$ cat src/rtl/tff_count_ctrl_pkg.sv
// Shared types for the T flip-flop counter controller: FSM state encoding.
package tff_count_ctrl_pkg;
  localparam int STATE_W = 2;

  typedef enum logic [STATE_W-1:0] {
    IDLE = 2'd0,
    RUN  = 2'd1,
    HOLD = 2'd2,
    DONE = 2'd3
  } state_t;
endpackage

$ cat src/rtl/tff_count_ctrl_cell.sv
// Single T flip-flop cell: q toggles on a rising clk edge whenever tin is high.
module tff_cell (
  input  logic clk,
  input  logic rst,
  input  logic tin,
  output logic q
);
  always_ff @(posedge clk or negedge rst) begin
    if (!rst)
      q <= 1'b0;
    else if (tin)
      q <= ~q;
  end
endmodule

$ cat src/rtl/tff_count_ctrl.sv
// Programmable counter built from WIDTH T flip-flop cells; the controller only steers toggle enables.
// Optional down-count mode with a dir port is enabled by defining TFF_COUNT_CTRL_DOWN_EN.
module tff_count_ctrl
  import tff_count_ctrl_pkg::*;
#(
  parameter int WIDTH = 4
) (
  input  logic             clk,
  input  logic             rst,
  input  logic             start,
  input  logic             stop,
  input  logic             pause,
  input  logic             oneshot,
`ifdef TFF_COUNT_CTRL_DOWN_EN
  input  logic             dir,
`endif
  input  logic [WIDTH-1:0] limit,
  output logic [WIDTH-1:0] count,
  output logic             busy,
  output logic             done,
  output logic             tc_pulse
);

  state_t           state, state_nxt;
  logic [WIDTH-1:0] limit_q;
  logic             oneshot_q;
  logic             down;
  logic [WIDTH-1:0] tin;
  logic [WIDTH-1:0] step_vec;
  logic [WIDTH-1:0] wrap_vec;
  logic [WIDTH-1:0] start_vec;
  logic             chain;
  logic             at_term;
  logic             tc_set;
  logic             load;

`ifdef TFF_COUNT_CTRL_DOWN_EN
  logic dir_q;
  assign down      = dir_q;
  assign start_vec = dir ? (count ^ limit) : count;
`else
  assign down      = 1'b0;
  assign start_vec = count;
`endif

  // Toggle a bit when all lower bits are 1 (up) or all are 0 (down).
  always_comb begin
    step_vec = '0;
    chain    = 1'b1;
    for (int i = 0; i < WIDTH; i++) begin
      step_vec[i] = chain;
      chain       = chain & (down ? ~count[i] : count[i]);
    end
  end

  assign at_term  = down ? (count == '0) : (count == limit_q);
  assign wrap_vec = down ? (count ^ limit_q) : count;

  always_comb begin
    state_nxt = state;
    tin       = '0;
    tc_set    = 1'b0;
    load      = 1'b0;
    if (stop) begin
      tin       = count;
      state_nxt = IDLE;
    end else if (start) begin
      tin       = start_vec;
      state_nxt = RUN;
      load      = 1'b1;
    end else begin
      case (state)
        RUN, HOLD: begin
          if (pause) begin
            state_nxt = HOLD;
          end else begin
            state_nxt = RUN;
            if (at_term) begin
              tc_set = 1'b1;
              if (oneshot_q)
                state_nxt = DONE;
              else
                tin = wrap_vec;
            end else begin
              tin = step_vec;
            end
          end
        end
        default: ;
      endcase
    end
  end

  always_ff @(posedge clk or negedge rst) begin
    if (!rst) begin
      state     <= IDLE;
      limit_q   <= '0;
      oneshot_q <= 1'b0;
      tc_pulse  <= 1'b0;
`ifdef TFF_COUNT_CTRL_DOWN_EN
      dir_q     <= 1'b0;
`endif
    end else begin
      state    <= state_nxt;
      tc_pulse <= tc_set;
      if (load) begin
        limit_q   <= limit;
        oneshot_q <= oneshot;
`ifdef TFF_COUNT_CTRL_DOWN_EN
        dir_q     <= dir;
`endif
      end
    end
  end

  for (genvar g = 0; g < WIDTH; g++) begin : g_cell
    tff_cell u_cell (
      .clk (clk),
      .rst (rst),
      .tin (tin[g]),
      .q   (count[g])
    );
  end

  assign busy = (state == RUN) || (state == HOLD);
  assign done = (state == DONE);

endmodule

$ cat config.mk
export PLATFORM = sky130hd
export DESIGN_NAME = tff_count_ctrl
export DESIGN_NICKNAME = d
export VERILOG_FILES = /design/src/rtl/tff_count_ctrl_pkg.sv /design/src/rtl/tff_count_ctrl_cell.sv /design/src/rtl/tff_count_ctrl.sv
export SDC_FILE = /design/constraint.sdc
export NUM_CORES = 1
export LEC_CHECK = 0
export CORE_MARGIN = 2
export CORE_UTILIZATION = 40
export DETAILED_ROUTE_END_ITERATION = 10
export PLACE_DENSITY = 0.7
export SKIP_CTS_REPAIR_TIMING = 1
export SLEW_MARGIN = 20
export SYNTH_ARGS = -nofsm -noshare
export SYNTH_HDL_FRONTEND = slang
export SYNTH_SLANG_ARGS = --single-unit
$ cat constraint.sdc
create_clock -name clk -period 1.6 [get_ports clk]
set_input_delay 0.24 -clock clk [delete_from_list [all_inputs] [get_ports clk]]
set_output_delay 0.24 -clock clk [all_outputs]
set_load 0.005 [all_outputs]
==> out/summary.txt, run 1 <==
status = finished, final reports clean
static leakage = 0.449 nW
synth unique cells = 28
Area growth syn-to-layout = 42.9%
Startpoint Class = register
gpl congestion = 0.752
initial drt markers = 14
Die Area = 2080 sq um
PwrDens = 767 nW/um^2
FF+latch area = 302 sq um
Routed WL per cell = 13.3 um
first-pass GRT wire length = 2270 um
#FFs+latches synth = 12
critical path arrival = 1.80 ns
Top FF cell, synth = dfrtp_1
syn avg cell area = 10.8 sq um
Core Util, Final = 59.1%
synth top area cells = dfrtp_1, mux2_2, buf_4
die width = 45.6 um
Final min period = 1.59 ns
DR vias/cell = 5.25
DP Area = 907 sq um
gr ovfl total = 0
final instance area = 987 sq um
Core Region = 1670 sq um
commonest cells in the netlist = dfrtp_1, mux2_2, nand2_1, nand3_1, buf_4
Seq/Total Area, Yosys = 43.5%
CTS Buf Count = 3
Clock Root Buffer = clkbuf_4
final hold vios = 0
Clock Skew = 0.000697 ns
Row Count = 15
YS warnings = 0
Cells after Synth = 64
# DRC = 0
RSZ-0062 raised after global routing = true
placed insts = 101
Max FO, Critical Path = 3
io pins = 17
Worst Tran Pin Value = 0.562 ns
Final ANT Viol Nets = 0
crit share post-route = 99.4%
Slew headroom = 62.4%
largest net degree at the start of global routing = 13
DRT Pass-1 Iters = 4
Synth Cell Area = 691 sq um
fraction of layout cells with a size suffix above 1 = 29.2%
Final Setup Violations = 0
most frequent cell after synthesis = dfrtp_1
Clock Sinks = 12
Port Buffers = 16
worst skew pair latency = 0.26 ns
htree depth = 1
vias in the first global route = 509
starting density of the core = 41.3%
top cell type's share of synthesized area = 43.5%
ant diodes = 0
GRT Util Overall = 15.4%
crit end category = register
Post-synth EDFFs = 0
Final Non-Filler Cells = 106
Filler Cell Count = 145
CTS tree = built
Max clock buf depth = 2
initial antenna violation count = 0
Synth area leader = dfrtp_1
vias = 557
Die Ht = 45.6 um
Multi-input gate area = 360 sq um
clk slew on worst S/H paths = 0.08 ns
maximum vdd drop = 0.453 mV
number of max-cap violations = 0
Slew Viols, Final = 0
Crit Path Category = reg -> reg
Async SR Flop Fraction = 100%
Nets = 101
CP required = 1.81 ns
syn nets = 75
dpl hpwl = 1050 um
Fmax achieved = 0.629 GHz
Hold Path Class = in -> async
routed wire length = 1410 um
## stage by stage
stage / worst slack, ns / hold WS [ns] / setup TNS [ns] / total power (W)
after global routing: -0.0435 / 0.368 / -0.104 / 0.000804
after detailed placement: -0.0554 / 0.524 / -0.0959 / 0.000516
after floorplan: -0.0762 / -0.0556 / -0.0762 / 0.000444
final: 0.00972 / 0.332 / 0 / 0.000758
after global placement: -0.0337 / 0.511 / -0.0337 / 0.000512
after CTS: -0.224 / 0.342 / -0.224 / 0.000759
## where the power goes
part | internal (W) | switching [W] | leakage (nW) | total [W]
combinational | 0.0000968 | 0.0000688 | 0.276 | 0.000166
clock | 0.000138 | 0.000101 | 0.0210 | 0.000239
sequential | 0.000327 | 0.0000258 | 0.153 | 0.000353
## layer usage
layer	part of all wire (%)	vias up	track usage [%]	wire, um
li1	-	281	-	-
met1	47	264	21.6	658
met2	49	10	22.8	683
met3	3.7	2	3.97	52
met4	1.0	0	5.29	14
met5	0	-	0	0
## cells in the final DEF, fill, tap and decap left out, types with 3 or more instances in the layout
cell             netlist  final
nor2_1                 3      3
nand3_1                5      5
nand2_1                5      5
mux2_2                 5      5
clkdlybuf4s50_1        0     14
a21oi_1                3      3
buf_4                  4      9
clkbuf_4               0      3
dfrtp_1               12     11
## sequential cells by signal, indices dropped and copies added (netlist names)
name,count
state,2
tc_pulse,1
limit_q,4
g_cell.u_cell.q,4
oneshot_q,1
## worst paths after layout
check | depth (start not counted) | from | slack (ns) | endpoint
worst max register to register | 5 | state[1]$_DFFE_PN0P_ | 0.01 | g_cell[2].u_cell.q$_DFFE_PN0P_
worst max-delay path | 5 | state[1]$_DFFE_PN0P_ | 0.01 | g_cell[2].u_cell.q$_DFFE_PN0P_
worst min-delay path | 1 | rst | 0.33 | state[1]$_DFFE_PN0P_
min in group clk | 1 | limit_q[1]$_DFFE_PN0P_ | 0.55 | limit_q[1]$_DFFE_PN0P_
max in group asynchronous | 1 | rst | 0.87 | g_cell[3].u_cell.q$_DFFE_PN0P_
worst min register to register | 1 | limit_q[1]$_DFFE_PN0P_ | 0.55 | limit_q[1]$_DFFE_PN0P_
## cell families after synthesis
logic type,after synthesis,synth area share [%]
compound gates,11,10.5
xor+xnor,4,6.16
fa+ha+maj,1,1.81
buf+inv,7,8.15
flops,12,43.5
mux,6,9.60
simple gates,23,20.3
## critical path: stages, from the launching register on
cell and delay (ns):
dfrtp_1 0.41, ha_4 0.28, nand2b_1 0.06, or3_1 0.35, a2111o_1 0.36, nand3_1 0.06
## layout make-up
class / count / area share [%]
Tap cell: 17 / 2.15
Clock buffer: 4 / 3.68
Multi-Input combinational cell: 45 / 36.5
Inverter: 1 / 0.380
Timing Repair Buffer: 27 / 26.7
Sequential cell: 12 / 30.5
No activity file was read; power rests on OpenSTA's default activity.
==> run 2: changes to the inputs <==
--- a/config.mk
+++ b/config.mk
@@ -5,10 +5,13 @@
 export SDC_FILE = /design/constraint.sdc
 export NUM_CORES = 1
 export LEC_CHECK = 0
+export CELL_PAD_IN_SITES_DETAIL_PLACEMENT = 1
+export CELL_PAD_IN_SITES_GLOBAL_PLACEMENT = 1
 export CORE_MARGIN = 2
-export CORE_UTILIZATION = 40
+export CORE_UTILIZATION = 39
 export DETAILED_ROUTE_END_ITERATION = 10
-export PLACE_DENSITY = 0.7
+export PLACE_DENSITY_LB_ADDON = 0.1
+export REMOVE_ABC_BUFFERS = 1
 export SKIP_CTS_REPAIR_TIMING = 1
 export SLEW_MARGIN = 20
 export SYNTH_ARGS = -nofsm -noshare
==> constraint.sdc (replaced) <==
create_clock -name clk -period 2 [get_ports clk]
set_input_delay 0.3 -clock clk [delete_from_list [all_inputs] [get_ports clk]]
set_output_delay 0.3 -clock clk [all_outputs]
set_load 0.005 [all_outputs]
==> run 2 against run 1 <==
Sequential share of layout area increased by 3.4 points. First-iteration DRC count decreased by 71%. Count of clock-buffer cells in the layout unchanged. Critical path type is now reg -> out. Global-route usage increased by 2.9 points. Total power decreased by 22%. Die area increased by 2.3%. Clock power decreased by 18%. Largest power group unchanged.
==> out/summary.txt, run 2 (synthesized netlist as in run 1, its figures left out) <==
status = finished, final reports clean
gpl congestion = 0.730 (-2.9%)
Clock Skew = 0.00359 ns (+0.00289 ns)
Final min period = 1.86 ns
met3 usage = 5.10% (+1.1 points)
RSZ-0062 raised after global routing = false
final instance area = 886 sq um (-10%)
Startpoint Class = register
launch point of the worst path = state[0]$_DFFE_PN0P_
Fmax achieved = 0.537 GHz
PwrDens = 669 nW/um^2 (-13%)
Final ANT Viol Nets = 0 (unchanged)
GR Util met2 = 29.2% (+6.3 points)
setup TNS = 0 ns (unchanged)
Row Count = 15 (unchanged)
gr ovfl total = 0 (unchanged)
die width = 46.1 um (+1.2%)
Slew Viols, Final = 0 (unchanged)
CTS tree = built
initial antenna violation count = 0 (unchanged)
R2R Path Start = g_cell[1].u_cell.q$_DFFE_PN0P_
Crit Path Category = reg -> out
Core Region = 1690 sq um (+1.1%)
slowest cell on the critical path = clkdlybuf4s50_1
CP required = 1.70 ns (-0.11 ns)
htree depth = 1 (unchanged)
met1 Track Usage GR = 22.5% (+0.94 points)
Slew headroom = 62.9% (+0.50 points)
critical path arrival = 1.56 ns (-0.24 ns)
crit share post-route = 93.1%
vias = 542 (-2.7%)
ant diodes = 0 (unchanged)
most common library cell in the layout ignoring fill and taps = clkdlybuf4s50_1
Routed WL per cell = 15.8 um (+19%)
io pins = 17 (unchanged)
Die Ht = 46.1 um (+1.2%)
CP max stage delay = 0.53 ns (+0.12 ns)
# DRC = 0 (unchanged)
maximum vdd drop = 0.366 mV (-19%)
largest net degree at the start of global routing = 13 (unchanged)
final worst slack = 0.138 ns (+0.128 ns)
Area growth syn-to-layout = 28.3%
Port Buffers = 16 (unchanged)
crit end category = output port
first-pass GRT wire length = 2640 um (+16%)
Max FO, Critical Path = 6 (+3)
Core Util, Final = 52.4% (-6.7 points)
Nets = 94 (-6.9%)
clk slew on worst S/H paths = 0.08 ns (about the same)
fraction of layout cells with a size suffix above 1 = 18.3% (-11 points)
static leakage = 0.382 nW (-15%)
Die Area = 2120 sq um (+2.3%)
grt peak-use layer = met2
Clock Sinks = 12 (unchanged)
vias in the first global route = 577 (+13%)
dpl hpwl = 1140 um (+8.8%)
Max clock buf depth = 2 (unchanged)
registers with the most flip-flops = g_cell.u_cell.q: 4 flops, limit_q: 4 flops, state: 2 flops
Worst Tran Pin Value = 0.555 ns (-0.00748 ns)
commonest non-fill, non-tap cells in the layout = clkdlybuf4s50_1, dfrtp_1, nand2_1, mux2_2, nand3_1
Hold Path Class = in -> async
DP Area = 850 sq um (-6.3%)
initial drt markers = 4 (-10)
final hold vios = 0 (unchanged)
starting density of the core = 40.9% (-0.46 points)
overall power = 0.000593 W (-22%)
routed wire length = 1570 um (+11%)
DRT Pass-1 Iters = 4 (unchanged)
GRT Util Overall = 18.2% (+2.9 points)
worst skew pair latency = 0.27 ns (about the same)
Setup WS pre-CTS = 0.242 ns (+0.297 ns)
number of max-cap violations = 0 (unchanged)
CTS Buf Count = 3 (unchanged)
Final Setup Violations = 0 (unchanged)
CP cell instances = ha_1 > clkdlybuf4s50_1
DR vias/cell = 5.47 (+4.2%)
Clock Root Buffer = clkbuf_4
run 2: critical path, delay by kind of cell (launching register included):
family     cells  cell delay [ns]
flops          1             0.39
buf+inv        1             0.53
fa+ha+maj      1             0.37
run 2: area by class of cell:
cell class	count	area, sq um
inverter	1	3.75
fill	191	803
timing repair buffer	20	190
sequential	12	300
multi-input combinational	45	334
clock buffer	4	36.3
tap	17	21.3
run 2: per-stage QoR:
| stage | cells | hold WS (ns) |
|---|---|---|
| after detailed placement | 95 | 0.528 |
| final | 99 | 0.380 |
| after global placement | 95 | 0.511 |
| after CTS | 99 | 0.406 |
| after global routing | 99 | 0.406 |
| after floorplan | 58 | 0.00441 |
run 2: worst paths after layout:
path                                                  end  slack (ns)  cells after the start
max                                                  busy        0.14                      2
min reg2reg                        limit_q[1]$_DFFE_PN0P_        0.54                      1
max reg2reg                g_cell[1].u_cell.q$_DFFE_PN0P_        0.30                      4
max in group asynchronous  g_cell[2].u_cell.q$_DFFE_PN0P_        1.25                      1
min                                limit_q[3]$_DFFE_PN0P_        0.38                      1
min in group clk                   limit_q[1]$_DFFE_PN0P_        0.54                      1
run 2: per-layer routing:
layer | vias up | wire [um]
met5 | - | 0
met1 | 263 | 743
met3 | 2 | 71
met4 | 0 | 13
met2 | 14 | 738
li1 | 263 | -
run 2: where the power goes:
group / switching [W] / internal [W] / total, W
Clock: 0.0000862 / 0.000111 / 0.000197
Sequential: 0.0000190 / 0.000262 / 0.000281
Combinational: 0.0000527 / 0.0000624 / 0.000115
Total: 0.000158 / 0.000435 / 0.000593
